--- src/rtl/adder_rr_scheduler.sv ---
// Round-robin front end that time-shares one external adder among NREQ requesters.
// One operation in flight; request and response sides use valid/ready handshakes.
module adder_rr_scheduler #(
    parameter int NREQ    = 4,
    parameter int DW      = 4,
    parameter int ADD_LAT = 1
) (
    input  logic                     clk,
    input  logic                     rst,
    input  logic [NREQ-1:0]          req_valid,
    input  logic [NREQ*DW-1:0]       req_a,
    input  logic [NREQ*DW-1:0]       req_b,
    output logic [NREQ-1:0]          req_ready,
    output logic [DW-1:0]            add_a,
    output logic [DW-1:0]            add_b,
    output logic                     add_en,
    input  logic [DW-1:0]            add_sum,
    output logic                     rsp_valid,
    input  logic                     rsp_ready,
    output logic [$clog2(NREQ)-1:0]  rsp_id,
    output logic [DW-1:0]            rsp_sum
);
    localparam int IDW = $clog2(NREQ);
    localparam int LW  = (ADD_LAT > 1) ? $clog2(ADD_LAT) : 1;

    typedef enum logic [1:0] {S_IDLE, S_ISSUE, S_WAIT, S_RESP} state_t;

    state_t                  state_q;
    logic [IDW-1:0]          ptr_q;
    logic [IDW-1:0]          id_q;
    logic [LW-1:0]           lat_q;
    logic [DW-1:0]           opa_q;
    logic [DW-1:0]           opb_q;
    logic [DW-1:0]           sum_q;
    logic                    add_en_q;
    logic                    rsp_valid_q;

    logic [NREQ-1:0][DW-1:0] a_v;
    logic [NREQ-1:0][DW-1:0] b_v;
    logic                    gnt_vld_d;
    logic [IDW-1:0]          gnt_idx_d;

    assign a_v = req_a;
    assign b_v = req_b;

    // Walk from the highest offset down so the last hit is the one closest to ptr.
    always_comb begin
        gnt_vld_d = 1'b0;
        gnt_idx_d = '0;
        for (int k = NREQ - 1; k >= 0; k--) begin
            if (req_valid[(int'(ptr_q) + k) % NREQ]) begin
                gnt_vld_d = 1'b1;
                gnt_idx_d = IDW'((int'(ptr_q) + k) % NREQ);
            end
        end
    end

    // Grant is masked while reset is asserted so no handshake can complete then.
    always_comb begin
        req_ready = '0;
        if (rst && state_q == S_IDLE && gnt_vld_d)
            req_ready[gnt_idx_d] = 1'b1;
    end

    always_ff @(posedge clk) begin
        if (!rst) begin
            state_q     <= S_IDLE;
            ptr_q       <= '0;
            id_q        <= '0;
            lat_q       <= '0;
            opa_q       <= '0;
            opb_q       <= '0;
            sum_q       <= '0;
            add_en_q    <= 1'b0;
            rsp_valid_q <= 1'b0;
        end else begin
            case (state_q)
                S_IDLE: begin
                    if (gnt_vld_d) begin
                        opa_q    <= a_v[gnt_idx_d];
                        opb_q    <= b_v[gnt_idx_d];
                        id_q     <= gnt_idx_d;
                        add_en_q <= 1'b1;
                        state_q  <= S_ISSUE;
                    end
                end
                S_ISSUE: begin
                    add_en_q <= 1'b0;
                    if (ADD_LAT == 0) begin
                        sum_q       <= add_sum;
                        rsp_valid_q <= 1'b1;
                        state_q     <= S_RESP;
                    end else begin
                        lat_q   <= LW'(ADD_LAT - 1);
                        state_q <= S_WAIT;
                    end
                end
                S_WAIT: begin
                    if (lat_q == '0) begin
                        sum_q       <= add_sum;
                        rsp_valid_q <= 1'b1;
                        state_q     <= S_RESP;
                    end else begin
                        lat_q <= lat_q - 1'b1;
                    end
                end
                S_RESP: begin
                    if (rsp_ready) begin
                        rsp_valid_q <= 1'b0;
                        ptr_q       <= (id_q == IDW'(NREQ - 1)) ? '0 : id_q + 1'b1;
                        state_q     <= S_IDLE;
                    end
                end
                default: state_q <= S_IDLE;
            endcase
        end
    end

    assign add_a     = opa_q;
    assign add_b     = opb_q;
    assign add_en    = add_en_q;
    assign rsp_valid = rsp_valid_q;
    assign rsp_id    = id_q;
    assign rsp_sum   = sum_q;

endmodule

--- config.mk ---
export PLATFORM = sky130hd
export DESIGN_NAME = adder_rr_scheduler
export DESIGN_NICKNAME = d
export VERILOG_FILES = /design/src/rtl/adder_rr_scheduler.sv
export SDC_FILE = /design/constraint.sdc
export NUM_CORES = 1
export LEC_CHECK = 0
export ABC_AREA = 0
export CELL_PAD_IN_SITES_DETAIL_PLACEMENT = 0
export CELL_PAD_IN_SITES_GLOBAL_PLACEMENT = 1
export CORE_MARGIN = 5
export CORE_UTILIZATION = 30
export CTS_BUF_LIST = sky130_fd_sc_hd__clkbuf_4 sky130_fd_sc_hd__clkbuf_8
export DETAILED_ROUTE_END_ITERATION = 8
export GPL_TIMING_DRIVEN = 0
export HOLD_SLACK_MARGIN = 0.08
export PLACE_DENSITY_LB_ADDON = 0.08
export SLEW_MARGIN = 20
export SYNTH_ARGS = -nofsm -noshare
export SYNTH_HDL_FRONTEND = slang
export SYNTH_SLANG_ARGS = --single-unit
--- constraint.sdc ---
create_clock -name clk -period 3.13 [get_ports clk]
set_input_delay 0.4695 -clock clk [delete_from_list [all_inputs] [get_ports clk]]
set_output_delay 0.4695 -clock clk [all_outputs]
set_load 0.02 [all_outputs]
==> qor.txt, run 1 <==
via count: 1165
met2 usage: 0.221
synth unique cells: 30
Hold Path Depth: 2
ANT cells: 0
Util after Layout: 0.517
number of synthesized flops with an enable pin: 0
layout cells sized above 1: 0.0863
Initial Util: 0.316
initial antenna violation count: 0
area added between synthesis and finish: 63.6%
clk buf depth: 2
Die Y: 72.6 um
Mapped Nets: 182
area leader, netlist: dfxtp_1
global routing usage on met3: 0.0413
Final period util: 0.948
later-pin clock latency in the skew report: 250 ps
synth cell count leaders: dfxtp_1, nor2_1, mux2i_1
Max-Cap Viols: 0
clock skew: 1.73 ps
VDD IR max: 0.423 mV
1st-iter DRT viols: 34
fin worst setup slack: 164 ps
Worst Setup Start Kind: primary input
crit path kind: in2out
Max Freq: 0.337 GHz
DRC: 0
Post-Route Setup TNS: 0 ps
Most Crowded Layer GR: met2
first-pass GRT wire length: 5500 um
Max Slew Vio Count: 0
Die X: 72.6 um
register area share after synthesis: 0.341
final setup vio count: 0
DP HPWL: 2770 um
Wirelength per Cell: 14.1 um
final hold vios: 0
final non-filler cell area: 1920 sq um
Worst slew margin: 0.625
R2R cell count: 6
Final ANT Viol Nets: 0
Mapped Cells: 133
worst hold slack: 487 ps
Final nets: 248
Clock Sinks: 20
cell count after placement: 242
GPL Wtd Cong: 0.725
#FFs+latches synth: 20
fin crit period: 2970 ps
CTS tree: yes
R2R Setup Slk: 1400 ps
Total Wirelength: 3460 um
Slew @ Worst Pin: 562 ps
dpl cell area: 1850 sq um
critical path fanouts, max: 8
drt pass-1 iters: 4
hold-fix buffers at CTS: 0
Worst Path Arrival: 2500 ps
H-tree levels: 1
gr ovfl total: 0
Area contributors post-synth: dfxtp_1, mux2i_1, ha_1
PwrDens: 613 nW/um^2
I/O Pins: 63
most common cell in the synthesized netlist: dfxtp_1
Finished Layout Cells: 245
Yosys Warn Count: 0
pin count of the biggest net entering global routing: 11
pre-CTS WS: -194 ps
clk slew on worst S/H paths: 70 ps
CP cell instances: clkdlybuf4s50_1 -> mux2i_1 -> o22ai_2 -> nor2_4 -> or3_1 -> buf_6 -> nor2_1 -> dlygate4sd2_1
vias in the first global route: 1165
met1 Usage GRT: 0.155
CP peak stage delay: 590 ps
run status: finished clean
Cell Rows: 22
synthesized area per cell: 8.83 sq um
die area: 5270 sq um
Post-synth top flop: dfxtp_1
CP required: 2660 ps
I/O Buffers: 61
TritonCTS Buffers: 3
worst min-delay path class: reg2reg
Root Driver: clkbuf_8
DR vias/cell: 4.76
critical path capture point type: output pin
total track usage: 0.129
Post-Synthesis Cell Area: 1170 sq um
Design Power: 1.18 mW
Post-synth ARST share: 0
slowest CP cell: clkdlybuf4s50_1
Leak: 0.775 nW
core outline area: 3720 sq um
post-synth top area share: 0.341
==> report_power, final <==
part           switching, mW  total [mW]  internal, mW
registers             0.0462       0.378         0.332
clock network         0.0799       0.165        0.0855
logic                  0.330       0.634         0.304
==> sequential cells by signal (all words and copies together), names as in the netlist <==
name,flops
ptr_q,2
add_en,1
rsp_valid,1
add_b,4
rsp_sum,4
rsp_id,2
add_a,4
state_q,2
==> path summary, 6_finish.rpt <==
kind | from | to
max | req_valid[2] | req_ready[2]
min | add_en | add_en
max reg2reg | ptr_q[1] | add_a[1]
min reg2reg | add_en | add_en
==> layout by cell type, fill, tap and decap left out, drive strengths merged, types with 2 or more instances in the layout <==
cell and n:
a21oi 10, a41oi 2, buf 5, clkbuf 7, clkdlybuf4s50 56, dfxtp 20
dlygate4sd2 2, dlymetal6s2s 3, ha 6, inv 4, mux2 2, mux2i 17
nand2 8, nand3 10, nor2 19, nor2b 3, o211a 2, o21ai 2
o221ai 6, o22a 2, o22ai 2
==> worst max-delay path, delay by kind of cell <==
kind / cells / cell delay (ps)
AOI/OAI and AO/OA: 1 / 250
buffers and inverters: 3 / 1080
muxes: 1 / 150
and+or+nand+nor: 3 / 550
==> per-layer routing <==
metal | up-vias | share of wire
met4 | 0 | 0.010
li1 | 612 | -
met5 | - | 0
met2 | 37 | 0.49
met3 | 4 | 0.080
met1 | 512 | 0.42
==> cells by family (layout without fill, tap and decap cells) <==
family | Yosys count | in the layout | synth area share
and+or+nand+nor | 46 | 46 | 0.191
AOI/OAI and AO/OA | 29 | 29 | 0.178
DFF | 20 | 20 | 0.341
muxes | 19 | 19 | 0.164
buffers and inverters | 13 | 77 | 0.0628
adders and majority gates | 6 | 6 | 0.0639
==> cell type report <==
cell class / instances / area [sq um]
fillers: 385 / 1790
multi-input cells: 100 / 731
repair buffers: 61 / 616
flip-flops and latches: 20 / 400
well taps: 48 / 60.1
plain buffers: 9 / 58.8
clock buffers: 3 / 41.3
inverters: 4 / 15.0
==> timing repair <==
action                     in CTS  in global routing
setup endpoints to repair       4                  3
setup buffers                   0                  0
gates resized for setup         5                  5
Note: power is estimated with default switching activity, not from simulation.
==> inputs of run 2 (changes only) <==
--- a/config.mk
+++ b/config.mk
@@ -8,7 +8,7 @@
 export ABC_AREA = 0
 export CELL_PAD_IN_SITES_DETAIL_PLACEMENT = 0
 export CELL_PAD_IN_SITES_GLOBAL_PLACEMENT = 1
-export CORE_MARGIN = 5
+export CORE_MARGIN = 1
 export CORE_UTILIZATION = 30
 export CTS_BUF_LIST = sky130_fd_sc_hd__clkbuf_4 sky130_fd_sc_hd__clkbuf_8
 export DETAILED_ROUTE_END_ITERATION = 8
==> run 2 against run 1 <==
Routed wire length down 9.6%. Sequential cell count unchanged. Critical path type unchanged. Clock skew rose by 5.6 ps. Clock power up 20%. Highest routed layer unchanged. Critical endpoint unchanged.
==> qor.txt, run 2 (synthesized netlist as in run 1, its figures left out) <==
CTS tree: yes
final setup vio count: 0 (unchanged)
1st-iter DRT viols: 37 (+8.8%)
dpl cell area: 1850 sq um (unchanged)
Slew @ Worst Pin: 478 ps (-84.8 ps)
switching portion of total power: 0.377 (-0.00995)
I/O Pins: 63 (unchanged)
I/O Buffers: 61 (unchanged)
PwrDens: 627 nW/um^2 (+2.3%)
vias in the first global route: 1157 (-0.69%)
Die Y: 64.6 um (-11%)
R2R Setup Slk: 1430 ps (+30 ps)
Max-Cap Viols: 0 (unchanged)
DRC: 0 (unchanged)
gr ovfl total: 0 (unchanged)
GPL Wtd Cong: 0.698 (-3.8%)
Max Slew Vio Count: 0 (unchanged)
fill count: 381 (-1.0%)
Post-Route Setup TNS: 0 ps (unchanged)
multi-input logic area: 711 sq um (-2.7%)
clock skew: 7.35 ps (+5.61 ps)
Total Wirelength: 3130 um (-9.6%)
Clock Sinks: 20 (unchanged)
commonest non-fill, non-tap cell in the layout: clkdlybuf4s50_1
FF/Latch Area: 400 sq um (unchanged)
R2R cell count: 8 (+2)
worst r2r dst: add_b[3]
Initial Util: 0.316 (unchanged)
Max Freq: 0.342 GHz (+1.6%)
crit path kind: in2out
Die X: 64.6 um (-11%)
Design Power: 1.20 mW (+1.8%)
DP HPWL: 2510 um (-9.2%)
Critical Path End: req_ready[2]
Worst Path Arrival: 2450 ps (-50 ps)
worst r2r src: ptr_q[1]
later-pin clock latency in the skew report: 260 ps (about the same)
total track usage: 0.155 (+0.0259)
Final ANT Viol Nets: 0 (unchanged)
Logic pwr share: 0.520 (-0.019)
unrepaired setup endpoints after global routing: false
hold-fix buffers at CTS: 0 (unchanged)
TritonCTS Buffers: 3 (unchanged)
critical path fanouts, max: 10 (+2)
ANT cells: 0 (unchanged)
area added between synthesis and finish: 62.8%
Final nets: 248 (unchanged)
Wirelength per Cell: 12.7 um (-10%)
Hold Path Depth: 2 (unchanged)
Root Driver: clkbuf_8
first-pass GRT wire length: 5100 um (-7.3%)
Cell Rows: 22 (unchanged)
register share of total power: 0.315 (-0.006)
VDD IR max: 0.316 mV (-25%)
number of buffers added for setup after CTS: 0 (unchanged)
final non-filler cell area: 1910 sq um (-0.46%)
most frequent cells in the layout: clkdlybuf4s50_1, dfxtp_1, nor2_1
run status: finished clean
Leak: 0.770 nW (-0.59%)
Worst slew margin: 0.682 (+0.0565)
via count: 1187 (+1.9%)
Clk pwr share: 0.165 (+0.025)
pin count of the biggest net entering global routing: 12 (+1)
worst min-delay path class: reg2reg
final hold vios: 0 (unchanged)
core outline area: 3720 sq um (unchanged)
H-tree levels: 1 (unchanged)
drt pass-1 iters: 4 (unchanged)
clk buf depth: 2 (unchanged)
critical path capture point type: output pin
clk slew on worst S/H paths: 70 ps (about the same)
layout cells sized above 1: 0.0859 (-0.000436)
Pint: 0.747 mW (+3.5%)
Final period util: 0.933 (-0.0147)
P_sw: 0.453 mW (-0.77%)
CP required: 2660 ps (about the same)
Worst Setup Start Kind: primary input
die area: 4170 sq um (-21%)
fin crit period: 2920 ps (-46.1 ps)
DR vias/cell: 4.83 (+1.5%)
initial antenna violation count: 0 (unchanged)
Critical Path Start: req_valid[3]
run 2: changes by cell type in the layout (fill, tap and decap cells not counted):
cell / delta
nor4_2: +1
nor4_4: -1
nand3_2: +1
a21boi_1: +1
clkbuf_8: +1
dlymetal6s2s_1: -1
nand3_4: -1
a21boi_2: -1
clkdlybuf4s50_1: +1
run 2: routing by layer:
metal	vias up	wire [um]	track usage	part of all wire
met5	-	0	0	0
met4	0	20	0.0250	0.0064
met3	2	185	0.0458	0.059
met2	37	1570	0.279	0.50
met1	543	1350	0.181	0.43
li1	605	-	-	-
run 2: per-stage QoR:
stage          hold slack (ps)  setup WS [ps]  utilization  cells
6_report                   491            210        0.515    246
5_1_grt                    525           57.3        0.515    246
4_1_cts                    497           22.5        0.513    246
3_5_place_dp               474           -170        0.497    242
2_1_floorplan              511           1030            -    133
3_3_place_gp               467           -149        0.497    242
run 2: worst min path at each step:
| stage | start | end | slack [ps] |
|---|---|---|---|
| 2_1_floorplan | state_q[0] | state_q[0] | 510 |
| 3_3_place_gp | add_b[1] | add_b[1] | 470 |
| 3_5_place_dp | add_b[1] | add_b[1] | 470 |
| 4_1_cts | add_b[1] | add_b[1] | 500 |
| 5_1_grt | add_b[1] | add_b[1] | 520 |
| 6_report | rsp_valid | rsp_valid | 490 |
run 2: power groups by stage:
stage | clock [mW] | combinational, mW | sequential [mW]
detailed placement | 0 | 0.633 | 0.383
floorplan | 0 | 0.300 | 0.454
global route | 0.217 | 0.689 | 0.387
finish | 0.198 | 0.624 | 0.377
CTS | 0.206 | 0.633 | 0.378
global placement | 0 | 0.623 | 0.381
run 2: what timing repair did:
| action | CTS | global route |
|---|---|---|
| pin swaps | 0 | 0 |
| gates resized for setup | 4 | 2 |
| endpoints found under the setup margin | 4 | 2 |
run 2: final cells by class:
cell class	instances	share of cell area
Inverter	4	0.00785
Multi-Input combinational cell	100	0.371
Clock buffer	4	0.0288
Sequential cell	20	0.209
Timing Repair Buffer	61	0.320
Buffer	9	0.0307
Tap cell	48	0.0314
run 2: critical path, cell delays in order:
cell and delay (ps):
clkdlybuf4s50_1 510, nor4_2 460, nand2b_1 150, buf_2 200
or3_1 150, buf_6 130, nor2_1 40, dlygate4sd2_1 330
==> inputs of run 3 (changes only) <==
--- a/config.mk
+++ b/config.mk
@@ -13,7 +13,7 @@
 export CTS_BUF_LIST = sky130_fd_sc_hd__clkbuf_4 sky130_fd_sc_hd__clkbuf_8
 export DETAILED_ROUTE_END_ITERATION = 8
 export GPL_TIMING_DRIVEN = 0
-export HOLD_SLACK_MARGIN = 0.08
+export HOLD_SLACK_MARGIN = 0.06
 export PLACE_DENSITY_LB_ADDON = 0.08
 export SLEW_MARGIN = 20
 export SYNTH_ARGS = -nofsm -noshare
==> results of run 3 <==
The final DEF is identical to that of run 2; final timing and power are the same.
